===== src/rtl/sc_reco_ed_frame_if.sv =====
// Bus bundle for the frame-based SC Roberts-cross edge detector.
interface sc_reco_ed_frame_if #(
  parameter int unsigned NPIX  = 1,
  parameter int unsigned LEN_W = 8
);
  logic                    start;
  logic [LEN_W-1:0]        len;
  logic                    reco_en;
  logic                    c;
  logic [4*NPIX-1:0]       x;
  logic [NPIX-1:0]         z;
  logic                    busy;
  logic                    done;
  logic [NPIX*LEN_W-1:0]   cnt;

  modport master (
    output start, len, reco_en, c, x,
    input  z, busy, done, cnt
  );

  modport slave (
    input  start, len, reco_en, c, x,
    output z, busy, done, cnt
  );
endinterface


===== src/rtl/sc_reco_ed_frame.sv =====
// Frame-based stochastic-computing Roberts-cross edge detector.
// Per pixel: two saturating re-correlators on the diagonal pairs, an XOR
// edge bit muxed by the shared select stream, and a ones counter over a
// programmable stream length.
module sc_reco_ed_frame #(
  parameter int unsigned NPIX  = 1,
  parameter int unsigned DEPTH = 4,
  parameter int unsigned LEN_W = 8
) (
  input logic                clk,
  input logic                rst,
  sc_reco_ed_frame_if.slave  bus
);

  // Signed synchronizer state wide enough for [-DEPTH, DEPTH] plus headroom.
  localparam int unsigned S_W = $clog2(DEPTH + 1) + 2;

  localparam logic signed [S_W-1:0] S_ZERO = '0;
  localparam logic signed [S_W-1:0] S_ONE  = S_W'(1);
  localparam logic signed [S_W-1:0] S_MAX  = S_W'(DEPTH);
  localparam logic signed [S_W-1:0] S_MIN  = -S_MAX;

  typedef enum logic [1:0] {
    IDLE  = 2'd0,
    RUN   = 2'd1,
    DRAIN = 2'd2,
    DONE  = 2'd3
  } state_t;

  state_t                        state_q, state_d;
  logic [LEN_W-1:0]              rem_q, rem_d;
  logic                          reco_q, reco_d;
  logic [NPIX-1:0][S_W-1:0]      sa_q, sa_d;
  logic [NPIX-1:0][S_W-1:0]      sb_q, sb_d;
  logic [NPIX-1:0][1:0]          ya_q, ya_d;
  logic [NPIX-1:0][1:0]          yb_q, yb_d;
  logic                          cd_q, cd_d;
  logic                          valid_q, valid_d;
  logic [NPIX-1:0][LEN_W-1:0]    cnt_q, cnt_d;
  logic                          busy_q, busy_d;
  logic                          done_q, done_d;
  logic [NPIX-1:0]               z_c;

  // One synchronizer step: returns {out_a, out_b, s_next}.
  function automatic logic [S_W+1:0] sync_step(
    input logic                  a,
    input logic                  b,
    input logic signed [S_W-1:0] s
  );
    logic                  oa;
    logic                  ob;
    logic signed [S_W-1:0] sn;
    oa = a;
    ob = b;
    sn = s;
    if (a && !b) begin
      if (s < S_ZERO) begin
        oa = 1'b1;
        ob = 1'b1;
        sn = s + S_ONE;
      end else if (s < S_MAX) begin
        oa = 1'b0;
        ob = 1'b0;
        sn = s + S_ONE;
      end
    end else if (!a && b) begin
      if (s > S_ZERO) begin
        oa = 1'b1;
        ob = 1'b1;
        sn = s - S_ONE;
      end else if (s > S_MIN) begin
        oa = 1'b0;
        ob = 1'b0;
        sn = s - S_ONE;
      end
    end
    return {oa, ob, sn};
  endfunction

  // Edge bit from the registered pair outputs; zero when no valid sample.
  always_comb begin
    z_c = '0;
    for (int p = 0; p < NPIX; p++) begin
      z_c[p] = valid_q & (cd_q ? (ya_q[p][1] ^ ya_q[p][0])
                               : (yb_q[p][1] ^ yb_q[p][0]));
    end
  end

  // Next-state, datapath and registered-output logic.
  always_comb begin
    state_d = state_q;
    rem_d   = rem_q;
    reco_d  = reco_q;
    sa_d    = sa_q;
    sb_d    = sb_q;
    ya_d    = ya_q;
    yb_d    = yb_q;
    cd_d    = cd_q;
    cnt_d   = cnt_q;
    valid_d = (state_q == RUN);

    // Accumulate the sample registered in the previous RUN cycle.
    if (valid_q) begin
      for (int p = 0; p < NPIX; p++) begin
        cnt_d[p] = cnt_q[p] + LEN_W'(z_c[p]);
      end
    end

    // Sample inputs through the synchronizers while running.
    if (state_q == RUN) begin
      cd_d = bus.c;
      for (int p = 0; p < NPIX; p++) begin
        if (reco_q) begin
          {ya_d[p], sa_d[p]} = sync_step(bus.x[4*p+0], bus.x[4*p+3], sa_q[p]);
          {yb_d[p], sb_d[p]} = sync_step(bus.x[4*p+1], bus.x[4*p+2], sb_q[p]);
        end else begin
          ya_d[p] = {bus.x[4*p+0], bus.x[4*p+3]};
          yb_d[p] = {bus.x[4*p+1], bus.x[4*p+2]};
          sa_d[p] = '0;
          sb_d[p] = '0;
        end
      end
    end

    case (state_q)
      IDLE: begin
        if (bus.start) begin
          rem_d   = bus.len;
          reco_d  = bus.reco_en;
          cnt_d   = '0;
          sa_d    = '0;
          sb_d    = '0;
          state_d = (bus.len == '0) ? DRAIN : RUN;
        end
      end
      RUN: begin
        rem_d = rem_q - LEN_W'(1);
        if (rem_q == LEN_W'(1)) begin
          state_d = DRAIN;
        end
      end
      DRAIN:   state_d = DONE;
      DONE:    state_d = IDLE;
      default: state_d = IDLE;
    endcase

    busy_d = (state_d == RUN) || (state_d == DRAIN);
    done_d = (state_d == DONE);
  end

  // State and datapath registers with synchronous reset.
  always_ff @(posedge clk) begin
    if (rst) begin
      state_q <= IDLE;
      rem_q   <= '0;
      reco_q  <= 1'b0;
      sa_q    <= '0;
      sb_q    <= '0;
      ya_q    <= '0;
      yb_q    <= '0;
      cd_q    <= 1'b0;
      valid_q <= 1'b0;
      cnt_q   <= '0;
      busy_q  <= 1'b0;
      done_q  <= 1'b0;
    end else begin
      state_q <= state_d;
      rem_q   <= rem_d;
      reco_q  <= reco_d;
      sa_q    <= sa_d;
      sb_q    <= sb_d;
      ya_q    <= ya_d;
      yb_q    <= yb_d;
      cd_q    <= cd_d;
      valid_q <= valid_d;
      cnt_q   <= cnt_d;
      busy_q  <= busy_d;
      done_q  <= done_d;
    end
  end

  assign bus.z    = z_c;
  assign bus.busy = busy_q;
  assign bus.done = done_q;
  assign bus.cnt  = cnt_q;

endmodule


===== src/flat_wrapper.sv =====
// flat-port wrapper written by rule: the top's interface ports become plain ports
module sc_reco_ed_frame_flat 
#(
  parameter int unsigned NPIX  = 1,
  parameter int unsigned DEPTH = 4,
  parameter int unsigned LEN_W = 8
)
  (clk, rst, bus_start, bus_len, bus_reco_en, bus_c, bus_x, bus_z, bus_busy, bus_done, bus_cnt);
  sc_reco_ed_frame_if #(.NPIX(NPIX), .LEN_W(LEN_W)) bus_i ();
  input logic clk;
  input logic rst;
  input wire logic [$bits(bus_i.start)-1:0] bus_start;
  input wire logic [$bits(bus_i.len)-1:0] bus_len;
  input wire logic [$bits(bus_i.reco_en)-1:0] bus_reco_en;
  input wire logic [$bits(bus_i.c)-1:0] bus_c;
  input wire logic [$bits(bus_i.x)-1:0] bus_x;
  output wire logic [$bits(bus_i.z)-1:0] bus_z;
  output wire logic [$bits(bus_i.busy)-1:0] bus_busy;
  output wire logic [$bits(bus_i.done)-1:0] bus_done;
  output wire logic [$bits(bus_i.cnt)-1:0] bus_cnt;
  assign bus_i.start = bus_start;
  assign bus_i.len = bus_len;
  assign bus_i.reco_en = bus_reco_en;
  assign bus_i.c = bus_c;
  assign bus_i.x = bus_x;
  assign bus_z = bus_i.z;
  assign bus_busy = bus_i.busy;
  assign bus_done = bus_i.done;
  assign bus_cnt = bus_i.cnt;
  sc_reco_ed_frame #(.NPIX(NPIX), .DEPTH(DEPTH), .LEN_W(LEN_W)) u_core (.clk(clk), .rst(rst), .bus(bus_i));
endmodule

===== config.mk =====
export PLATFORM = sky130hd
export DESIGN_NAME = sc_reco_ed_frame_flat
export DESIGN_NICKNAME = d
export VERILOG_FILES = /design/src/rtl/sc_reco_ed_frame_if.sv /design/src/rtl/sc_reco_ed_frame.sv /design/src/flat_wrapper.sv
export SDC_FILE = /design/constraint.sdc
export NUM_CORES = 1
export LEC_CHECK = 0
export ABC_AREA = 1
export CAP_MARGIN = 20
export CELL_PAD_IN_SITES_DETAIL_PLACEMENT = 0
export CELL_PAD_IN_SITES_GLOBAL_PLACEMENT = 2
export CORE_ASPECT_RATIO = 1.75
export CORE_MARGIN = 3
export CORE_UTILIZATION = 30
export DETAILED_ROUTE_END_ITERATION = 6
export PLACE_DENSITY = 0.85
export SLEW_MARGIN = 5
export SYNTH_ARGS = -nofsm -noshare
export SYNTH_HDL_FRONTEND = slang
export SYNTH_SLANG_ARGS = --single-unit
export TNS_END_PERCENT = 5

===== constraint.sdc =====
create_clock -name clk -period 2 [get_ports clk]
set_input_delay 0.4 -clock clk [delete_from_list [all_inputs] [get_ports clk]]
set_output_delay 0.4 -clock clk [all_outputs]
set_load 0.05 [all_outputs]

==> key figures <==
Run status
  – Status: finished, final reports clean

Logic synthesis
  – Most area-consuming cells after synthesis: dfxtp_1 33%, nand2_1 11%, inv_1 6.9%
  – Sequential share of the synthesized area: 0.330
  – YS warnings: 0
  – Syn_nets: around 360
  – Cell taking the most area after synthesis: dfxtp_1
  – Post-synth ARST share: 0
  – Commonest cells post-synth: 65 x nand2_1, 41 x inv_1, 41 x nor2_1, 37 x dfxtp_1
  – Count of cell types in the netlist: 30
  – Top FF cell, synth: dfxtp_1
  – Cell count after synthesis: 334
  – Synth Cell Area: 0.00224 mm2
  – Share of the synthesized area in the top cell type: 0.330
  – Count leader, synth: nand2_1
  – Post-synth EDFFs: 0
  – Mapped Avg Cell Area: roughly 6.7 um2
  – FF+latch count, synth: 37

Final layout
  – Synth-to-layout area growth: 29.5%
  – Post-layout instance area: 0.00291 mm2
  – ANT cells: 0
  – Nets: just over 400
  – Fin cells: approximately 470
  – Share of cells above drive strength 1: 0.137
  – Fillers: ~790

Worst setup path
  – Crit path launch: u_core.bus.cnt[2]$_SDFF_PP0_
  – FF-to-FF Start: u_core.ya_q[0]$_SDFFE_PP0P_
  – WP buf/inv: 1
  – Crit path largest cell delay: approximately 0.83 ns
  – CP Launch Type: register
  – Worst Path Arrival: 1.50 ns
  – Crit path capture type: output port
  – Slowest cell on crit path: clkdlybuf4s50_1
  – Cell family with most CP delay: buffers and inverters
  – Cells along the critical path: clkdlybuf4s50_1
  – Critical path class: reg2out
  – Worst-path fanout max: 4
  – Worst EP required: between 1.5 and 2 ns

Global routing
  – GRT Resource Usage Total: 0.148
  – Global-route wire length before repair: 10.2 mm
  – Congestion Overflow GR: 0
  – Pin count of the biggest net entering global routing: 22
  – Number of global-route vias before repair: approximately 2,200
  – Antenna violations before repair: 0

Power
  – PD cells: between 700 and 800 mW/mm2
  – Power Total: between 2 and 2.5 mW
  – Internal cell power: around 1.5 mW
  – Sequential share of power: 0.392
  – Leakage: 1.19 nW
  – Max VDD drop: around 360 uV
  – Psw: between 0.6 and 0.7 mW
  – Comb pwr share: 0.220
  – Sw Share: 0.304
  – Clock power share: 0.388

Drt
  – Routed length per instance: about 13 um
  – Number of remaining DRC errors: 0
  – Vias per inst: around 4.9
  – Remaining antenna violation count: 0
  – Initial drt markers: ~100
  – 1st-pass router iterations: 4
  – Final wirelength: between 6 and 7 mm
  – Vias post-DR: 2,276

Timing
  – Max-Slew Margin vs Limit: 0.665
  – Tcrit/Tclk final: 0.952
  – Clock period minus worst slack: ~1.9 ns
  – Final Hold Vio Count: 0
  – Slew @ Worst Pin: approximately 0.50 ns
  – Final Slew Violations: 0
  – Final setup viols: 0
  – Unrepaired setup endpoints after global routing: no
  – Layout Skew: 0.00778 ns
  – Max Clock Freq: roughly 0.53 GHz

Die
  – Die area: ~0.0086 mm2
  – Core ar.: around 0.0072 mm2
  – # rows: 41
  – Starting Density: 0.310
  – Chip width: around 71 um
  – Die Y: approximately 120 um
  – I/O Pins: 28

Clock tree
  – H-tree Lvls: 2
  – Worst-Skew Late Latency: just under 0.3 ns
  – Reg clk slew, reported paths: 0.06 ns
  – CTS Buf Count: 5
  – CTS Hold Bufs: 0
  – Post_cts resized: 0
  – CTS tree: yes
  – Root Driver: clkbuf_16
  – TritonCTS Sinks: 37
  – Longest Clk Path Bufs: 2

Placed design
  – Placed insts: approximately 460
  – RePlAce Congestion: between 0.8 and 0.9
  – DP HPWL: ~4.7 mm
  – Area after DPL: ~0.0027 mm2
  – Port bufs: 27

Min path
  – Hold Path Class: reg2reg
  – Hold_sp: u_core.rem_q[6]$_SDFFE_PP0P_

Run
  – Max cap viols: 0
## state kept, by name (all words and copies together), names as in the netlist, 2 cells and up
name / flops
u_core.rem_q: 8
u_core.state_q: 2
u_core.sa_q: 5
u_core.yb_q: 2
u_core.bus.cnt: 8
u_core.ya_q: 2
u_core.sb_q: 5
## cells in the final DEF, fill, tap and decap left out, drive strengths merged
cell,count
a21oi,31
nand3,29
dfxtp,37
a31oi,4
clkbuf,6
nand2,66
clkinv,2
xor2,3
nor3b,1
o21ai,27
nor2,48
nand4,6
buf,21
clkdlybuf4s50,24
ha,10
a22oi,1
nor3,9
o211ai,2
o221ai,5
o22ai,1
or3,1
inv,45
## what timing repair did
item                                    in CTS  in global routing
setup buffers                                0                  1
endpoints found under the hold margin        0                  0
endpoints found under the setup margin       0                  1
## logic make-up (layout without fill, tap and decap cells)
logic type               Yosys count  count (layout)  synth area share
adder cells (fa/ha/maj)           10              10            0.0557
AO/OA/AOI/OAI                     71              71             0.181
buffers and inverters             53              98            0.0992
XOR/XNOR                           3               3            0.0117
flip-flops                        37              37             0.330
AND/OR/NAND/NOR                  160             160             0.323
## metrics by stage
| stage | TNS [ns] | utilization | setup WS, ns | hold slack [ns] |
|---|---|---|---|---|
| floorplan | -0.0295 | - | -0.0295 | 0.453 |
| global placement | 0 | 0.380 | 0.163 | 0.467 |
| detailed placement | 0 | 0.380 | 0.106 | 0.478 |
| CTS | 0 | 0.401 | 0.0733 | 0.486 |
| global route | 0 | 0.402 | 0.0140 | 0.532 |
| finish | 0 | 0.402 | 0.0957 | 0.484 |
## power groups by stage
stage	registers (mW)	clock network, mW	logic, mW
2_1_floorplan	0.846	0	0.304
3_3_place_gp	0.837	0	0.467
3_5_place_dp	0.839	0	0.464
4_1_cts	0.822	0.852	0.467
5_1_grt	0.828	0.870	0.526
6_report	0.822	0.815	0.462
## worst register-to-register path, stage by stage, from the launching register on
cell and delay [ns]:
dfxtp_1 0.32, nand2_1 0.06, inv_1 0.03, o21ai_1 0.10, o21ai_1 0.11, nor2_4 0.12
ha_4 0.15, ha_4 0.13, nand3_2 0.07, inv_2 0.08, nand3_2 0.07, or3_1 0.37
a21oi_1 0.13
## final timing paths
path / end / slack, ns / cells past startpoint
max reg2reg: u_core.bus.cnt[6]$_SDFF_PP0_ / 0.18 / 12
min reg2reg: u_core.rem_q[6]$_SDFFE_PP0P_ / 0.48 / 2
min: u_core.rem_q[6]$_SDFFE_PP0P_ / 0.48 / 2
max: bus_cnt[2] / 0.1 / 1
## layer usage
metal	global-route usage	routed length [um]	vias up
li1	-	-	1193
met1	0.157	2400	1039
met2	0.279	3330	34
met3	0.0291	196	10
met4	0.0576	101	0
met5	0	0	-
## layout make-up
| class | instances | area (um2) | area share |
|---|---|---|---|
| tap | 86 | 108 | 0.0370 |
| multi-input combinational | 244 | 1320 | 0.455 |
| timing repair buffer | 45 | 410 | 0.141 |
| inverter | 45 | 171 | 0.0589 |
| clock inverter | 2 | 13.8 | 0.00473 |
| sequential | 37 | 742 | 0.255 |
| clock buffer | 6 | 139 | 0.0478 |
(Power assumes the default switching activity.)
